File: config.mk
export PLATFORM = sky130hd
export DESIGN_NAME = ioctl_sdram_loader
export DESIGN_NICKNAME = d
export VERILOG_FILES = /design/src/rtl/ioctl_sdram_loader.sv
export SDC_FILE = /design/constraint.sdc
export NUM_CORES = 1
export LEC_CHECK = 0
export CAP_MARGIN = 25
export CORE_MARGIN = 2
export CORE_UTILIZATION = 50
export DETAILED_ROUTE_END_ITERATION = 10
export GPL_TIMING_DRIVEN = 1
export PLACE_DENSITY = 0.8
export SKIP_LAST_GASP = 1
export SYNTH_ARGS = -nofsm -noshare
export SYNTH_HDL_FRONTEND = slang
export SYNTH_SLANG_ARGS = --single-unit
File: constraint.sdc
create_clock -name clk_sys -period 7.65 [get_ports clk_sys]
set_input_delay 1.53 -clock clk_sys [delete_from_list [all_inputs] [get_ports clk_sys]]
set_output_delay 1.53 -clock clk_sys [all_outputs]
set_load 0.03 [all_outputs]
File: src/rtl/ioctl_sdram_loader.sv
// ioctl_sdram_loader: buffers 16-bit HPS ioctl download words for one index
// in a small FIFO and replays each as a req/ack write to the SDRAM loader port.
// Optional build macro IOCTL_LOADER_CKSUM_EN adds a running 16-bit sum of
// acknowledged write data on output cksum.
module ioctl_sdram_loader #(
  parameter logic [7:0]  LOAD_INDEX = 8'h00,
  parameter logic [24:0] BASE_ADDR  = 25'h0,
  parameter int          FIFO_DEPTH = 4
) (
  input  logic        clk_sys,
  input  logic        reset,
  input  logic        ioctl_download,
  input  logic [7:0]  ioctl_index,
  input  logic        ioctl_wr,
  input  logic [24:0] ioctl_addr,
  input  logic [15:0] ioctl_dout,
  output logic        ioctl_wait,
  output logic        mem_req,
  input  logic        mem_ack,
  output logic [24:0] mem_addr,
  output logic [15:0] mem_din,
  output logic        load_busy,
  output logic        load_done,
  output logic        overflow
`ifdef IOCTL_LOADER_CKSUM_EN
  ,
  output logic [15:0] cksum
`endif
);

  localparam int AW = (FIFO_DEPTH > 1) ? $clog2(FIFO_DEPTH) : 1;
  localparam logic [AW:0] CNT_ONE  = (AW+1)'(1);
  localparam logic [AW:0] CNT_FULL = (AW+1)'(FIFO_DEPTH);
  localparam logic [AW:0] CNT_WAIT = (AW+1)'(FIFO_DEPTH - 1);

  typedef enum logic [1:0] {IDLE, LOAD, DRAIN, DONE} state_t;
  state_t state;

  logic [24:0]   fifo_addr [FIFO_DEPTH];
  logic [15:0]   fifo_data [FIFO_DEPTH];
  logic [AW-1:0] wr_ptr, rd_ptr;
  logic [AW:0]   count, count_nx;
  logic          dl_q;
  logic          req_nx;

  // Byte address bit 0 is meaningless for 16-bit words.
  logic addr_lsb_unused;
  assign addr_lsb_unused = ioctl_addr[0];

  logic idx_match, accept, full, empty, push, pop, load_start;
  assign idx_match  = (ioctl_index == LOAD_INDEX);
  assign accept     = ioctl_wr & ioctl_download & idx_match;
  assign full       = (count == CNT_FULL);
  assign empty      = (count == '0);
  assign push       = accept & ~full;
  // Load a new head whenever the request slot is free or being freed this cycle.
  assign pop        = ~empty & (~mem_req | mem_ack);
  assign load_start = accept | (ioctl_download & ~dl_q & idx_match);

  // Next FIFO occupancy and request level, shared by wait and drain decisions.
  always_comb begin
    count_nx = count;
    if (push && !pop)      count_nx = count + CNT_ONE;
    else if (!push && pop) count_nx = count - CNT_ONE;
    req_nx = mem_req;
    if (pop)          req_nx = 1'b1;
    else if (mem_ack) req_nx = 1'b0;
  end

  // FIFO storage; contents need no reset since pointers gate validity.
  always_ff @(posedge clk_sys) begin
    if (push) begin
      fifo_addr[wr_ptr] <= BASE_ADDR + {ioctl_addr[24:1], 1'b0};
      fifo_data[wr_ptr] <= ioctl_dout;
    end
  end

  // FIFO pointers, SDRAM request channel, backpressure and sticky overflow.
  always_ff @(posedge clk_sys) begin
    if (reset) begin
      wr_ptr     <= '0;
      rd_ptr     <= '0;
      count      <= '0;
      mem_req    <= 1'b0;
      mem_addr   <= '0;
      mem_din    <= '0;
      ioctl_wait <= 1'b0;
      overflow   <= 1'b0;
    end else begin
      if (push) wr_ptr <= wr_ptr + AW'(1);
      if (pop) begin
        rd_ptr   <= rd_ptr + AW'(1);
        mem_addr <= fifo_addr[rd_ptr];
        mem_din  <= fifo_data[rd_ptr];
      end
      count      <= count_nx;
      mem_req    <= req_nx;
      ioctl_wait <= (count_nx >= CNT_WAIT);
      if (accept && full) overflow <= 1'b1;
    end
  end

  // Load sequencing; DONE is entered on the cycle the last ack is taken so
  // load_done lands one cycle after it.
  always_ff @(posedge clk_sys) begin
    if (reset) begin
      state     <= IDLE;
      dl_q      <= 1'b0;
      load_busy <= 1'b0;
      load_done <= 1'b0;
    end else begin
      dl_q      <= ioctl_download;
      load_done <= 1'b0;
      case (state)
        IDLE: if (load_start) begin
          state     <= LOAD;
          load_busy <= 1'b1;
        end
        LOAD: if (!ioctl_download) state <= DRAIN;
        DRAIN: begin
          if (ioctl_download && idx_match) begin
            state <= LOAD;
          end else if (count_nx == '0 && !req_nx) begin
            state     <= DONE;
            load_busy <= 1'b0;
            load_done <= 1'b1;
          end
        end
        DONE: begin
          if (load_start) begin
            state     <= LOAD;
            load_busy <= 1'b1;
          end else begin
            state <= IDLE;
          end
        end
        default: state <= IDLE;
      endcase
    end
  end

`ifdef IOCTL_LOADER_CKSUM_EN
  // Running sum of acknowledged write data, restarted when a new load begins.
  always_ff @(posedge clk_sys) begin
    if (reset)
      cksum <= '0;
    else if ((state == IDLE || state == DONE) && load_start)
      cksum <= '0;
    else if (mem_req && mem_ack)
      cksum <= cksum + mem_din;
  end
`endif

endmodule

==> parameters.txt <==
Parameter                              Value

Run status
  Run status ... complete, no violations

STA
  Count of pins over their slew limit ... 0
  Final setup fails ... 0
  Worst clock skew ... 7.62 ps
  Final setup TNS ... 0 ps
  Final critical path time including I/O delays and setup ... 3940 ps
  Transition time at the pin with the least slew margin ... 961 ps
  Slew headroom ... 35.7%
  Hold slack final ... 453 ps
  Setup repair after global routing missed its margin ... false
  Final Cycle Share ... 51.5%
  Hold Vio Cnt, Final ... 0
  Achievable Freq ... 0.254 GHz

Layout
  Commonest non-fill, non-tap cell in the layout ... sky130_fd_sc_hd__edfxtp_1
  Net count of the finished layout ... 661
  Number of fill cells in the layout ... 1090
  Area grow syn2layout ... 24.8%
  Fraction of layout instances using a drive strength above 1 ... 15.5%
  Post-Layout Cell Count ... 828
  Post-Layout Inst Area ... 0.0101 sq mm
  FF+latch area ... 0.00591 sq mm
  Antenna cells ... 0
  Top library cells by usage in the layout, fill and taps aside ... sky130_fd_sc_hd__edfxtp_1 (160), sky130_fd_sc_hd__clkdlybuf4s50_1 (96), sky130_fd_sc_hd__nand2_1 (83)
  Footprint of the multi-input gates ... 0.00204 sq mm

Placed design
  Total placed cells including tap cells ... 787
  I/O Buffers ... 97
  Placed Instance Area ... 0.00934 sq mm
  Routability congestion estimate ... 0.783
  HPWL reported at the end of detailed placement ... 8.85 mm

Global route
  Highest-utilization routing layer at the global route stage ... met2
  Global-route wire length before repair ... 24.4 mm
  Antenna violations before repair ... 0
  Leftover overflow at the end of global routing ... 0
  Met2 capacity usage during global routing ... 30.9%
  Maximum number of pins on one net before global-route repair ... 54
  GR Util met1 ... 23.1%
  Met3 layer usage reported by global route ... 3.47%
  Overall Global Routing Usage ... 18.0%
  Vias in the first global route ... 4696

Detailed routing
  Residual DRC ... 0
  Via-to-Cell Ratio ... 5.37
  Wirelength per Cell ... 18.3 microns
  Total wire length ... 15.1 mm
  Detailed Routing Iterations Pass 1 ... 4
  DR iter-0 viols ... 210
  Vias after detailed routing ... 4448
  Count of antenna-violating nets left after detailed routing ... 0

CTS
  Number of gates resized after cts ... 0
  H-tree depth ... 1
  Clock Root Buffer ... sky130_fd_sc_hd__clkbuf_16
  Later-pin clock latency in the skew report ... 490 ps
  Maximum clock insertion buffer count ... 3
  Clock buffer count from CTS ... 22
  Post-CTS Hold Buffers ... 0
  Number of sinks on the clock net ... 215
  Post-CTS setup buffer count ... 0
  Clock tree from TritonCTS ... built
  Post-CTS clock slew at the launch and capture registers of the worst setup and hold paths ... 60 ps

Setup path
  Critical Path Start Type ... input pin
  CP Data Arrival Time ... 4130 ps
  Worst Path Max Fanout ... 21
  WS Path Type ... in2reg
  Logic depth of the worst register-to-register path ... 6
  Slowest cell on the critical path ... sky130_fd_sc_hd__and2_2
  CP Data Required Time ... 7840 ps
  Endpoint of the worst register-to-register path ... fifo_addr[3][13]
  Crit. Startpoint ... ioctl_download
  Worst reg2reg path startpoint ... count[0]
  Capturing instance or port of the critical path ... fifo_addr[3][13]
  Worst reg2reg setup slack ... 4940 ps
  Crit-path cells ... clkdlybuf4s50_1 > or4b_4 > nor4_2 > and2_2 > buf_12
  Critical Path End Type ... flip-flop
  Worst stage delay on the critical path ... 660 ps

Synth
  Yosys warning count ... 0
  Register bit count reported by yosys ... 215
  Share of the synthesized area in the top cell type ... 59.4%
  Synth Flop Type ... sky130_fd_sc_hd__edfxtp_1
  Share of synthesized registers carrying an async set or reset ... 0%
  Syn Inst Count ... 495
  Cell area after synthesis ... 0.00809 sq mm
  Cell type contributing the most total cell area after synthesis ... sky130_fd_sc_hd__edfxtp_1
  Synthesized Nets ... 560
  Syn_area_per_cell ... 16.3 sq um
  Unique masters post-synth ... 43
  Post-synth EDFFs ... 160
  Seq/Total Area, Yosys ... 73.0%
  Top cells by area in the synthesized netlist ... sky130_fd_sc_hd__edfxtp_1 (59%), sky130_fd_sc_hd__dfxtp_1 (14%), sky130_fd_sc_hd__mux4_2 (11%)

Floorplanning
  Die boundary height ... 131 microns
  Chip width ... 131 microns
  Placement Rows ... 46
  Initial Utilization ... 51.1%
  Placeable core region ... 0.0158 sq mm
  I/O Pins ... 100
  Die outline area ... 0.0172 sq mm

Hold path
  Hold Crit Class ... reg2reg
  Hold-critical path depth ... 2

Power
  Peak supply drop ... 0.000217 V
  Power per cell area ... 344 mW/mm^2
  Static leakage ... 3.32 nW

Flow run
  Max capacitance violation total ... 0
## power breakdown
part           total (mW)  internal, mW  leakage [nW]  switching (mW)
logic               0.951         0.425          1.09           0.526
registers            1.47          1.36          1.89           0.115
clock network        1.05         0.636         0.346           0.413
total                3.47          2.42          3.32            1.05
## through the flow
stage               setup WS (ps)  power, mW  util [%]
floorplan                    3610       2.09         -
detailed placement           3190       2.44      59.0
global route                 3570       3.63      63.7
finish                       3710       3.47      63.7
CTS                          3700       3.49      63.6
global placement             3060       2.41      58.3
## kinds of logic (layout without fill, tap and decap cells)
| logic type | after synthesis | in the layout | share of synthesized area [%] |
|---|---|---|---|
| multiplexers | 42 | 42 | 11.4 |
| flip-flops | 215 | 215 | 73.0 |
| adder cells (fa/ha/maj) | 11 | 11 | 1.70 |
| XOR/XNOR | 5 | 5 | 0.542 |
| AND/OR/NAND/NOR | 127 | 127 | 7.02 |
| other | 1 | 1 | 0.0464 |
| AO/OA/AOI/OAI | 58 | 58 | 4.46 |
| buffers and inverters | 36 | 153 | 1.81 |
## cell usage after synthesis (2+ instances only)
cell,count
sky130_fd_sc_hd__o41ai_2,2
sky130_fd_sc_hd__clkbuf_1,18
sky130_fd_sc_hd__dfxtp_1,55
sky130_fd_sc_hd__edfxtp_1,160
sky130_fd_sc_hd__nor3_1,3
sky130_fd_sc_hd__nor4_1,2
sky130_fd_sc_hd__nand4_1,2
sky130_fd_sc_hd__mux2i_1,2
sky130_fd_sc_hd__nand2b_1,6
sky130_fd_sc_hd__buf_1,7
sky130_fd_sc_hd__a21oi_1,42
sky130_fd_sc_hd__mux4_2,40
sky130_fd_sc_hd__ha_1,11
sky130_fd_sc_hd__o21a_1,2
sky130_fd_sc_hd__nor2_1,12
sky130_fd_sc_hd__and2_1,6
sky130_fd_sc_hd__xnor2_1,4
sky130_fd_sc_hd__nor2b_1,2
sky130_fd_sc_hd__inv_1,9
sky130_fd_sc_hd__nand2_1,84
sky130_fd_sc_hd__nand3_1,4
## area by class of cell
cell class,instances,area share [%]
repair buffers,104,11.0
multi-input cells,244,20.3
clock buffers,30,6.16
flip-flops and latches,215,58.6
well taps,216,2.68
inverters,9,0.335
clock inverters,10,0.992
## critical path: cells and delay by family
| kind | cells | cell delay (ps) |
|---|---|---|
| buffers and inverters | 2 | 790 |
| AND/OR/NAND/NOR | 3 | 1780 |
## how the worst min path moves through the flow
| stage | slack (ps) | from | endpoint |
|---|---|---|---|
| 6_report | 450 | mem_din[8] | mem_din[8] |
| 5_1_grt | 480 | mem_addr[12] | mem_addr[12] |
| 4_1_cts | 460 | mem_din[8] | mem_din[8] |
| 3_5_place_dp | 450 | mem_addr[21] | mem_addr[21] |
| 3_3_place_gp | 440 | mem_din[8] | mem_din[8] |
| 2_1_floorplan | 510 | state[0] | state[0] |
## state kept, by name (all words and copies together) (netlist names), 2 cells and up
| signal | cells |
|---|---|
| count | 3 |
| fifo_data | 64 |
| mem_addr | 24 |
| wr_ptr | 2 |
| state | 2 |
| fifo_addr | 96 |
| rd_ptr | 2 |
| mem_din | 16 |
## per-layer routing
| metal | up-vias | part of all wire [%] |
|---|---|---|
| li1 | 2068 | - |
| met2 | 125 | 51 |
| met4 | 0 | 2.2 |
| met5 | - | 0 |
| met3 | 30 | 5.4 |
| met1 | 2225 | 41 |
Note: power is estimated with default switching activity, not from simulation.
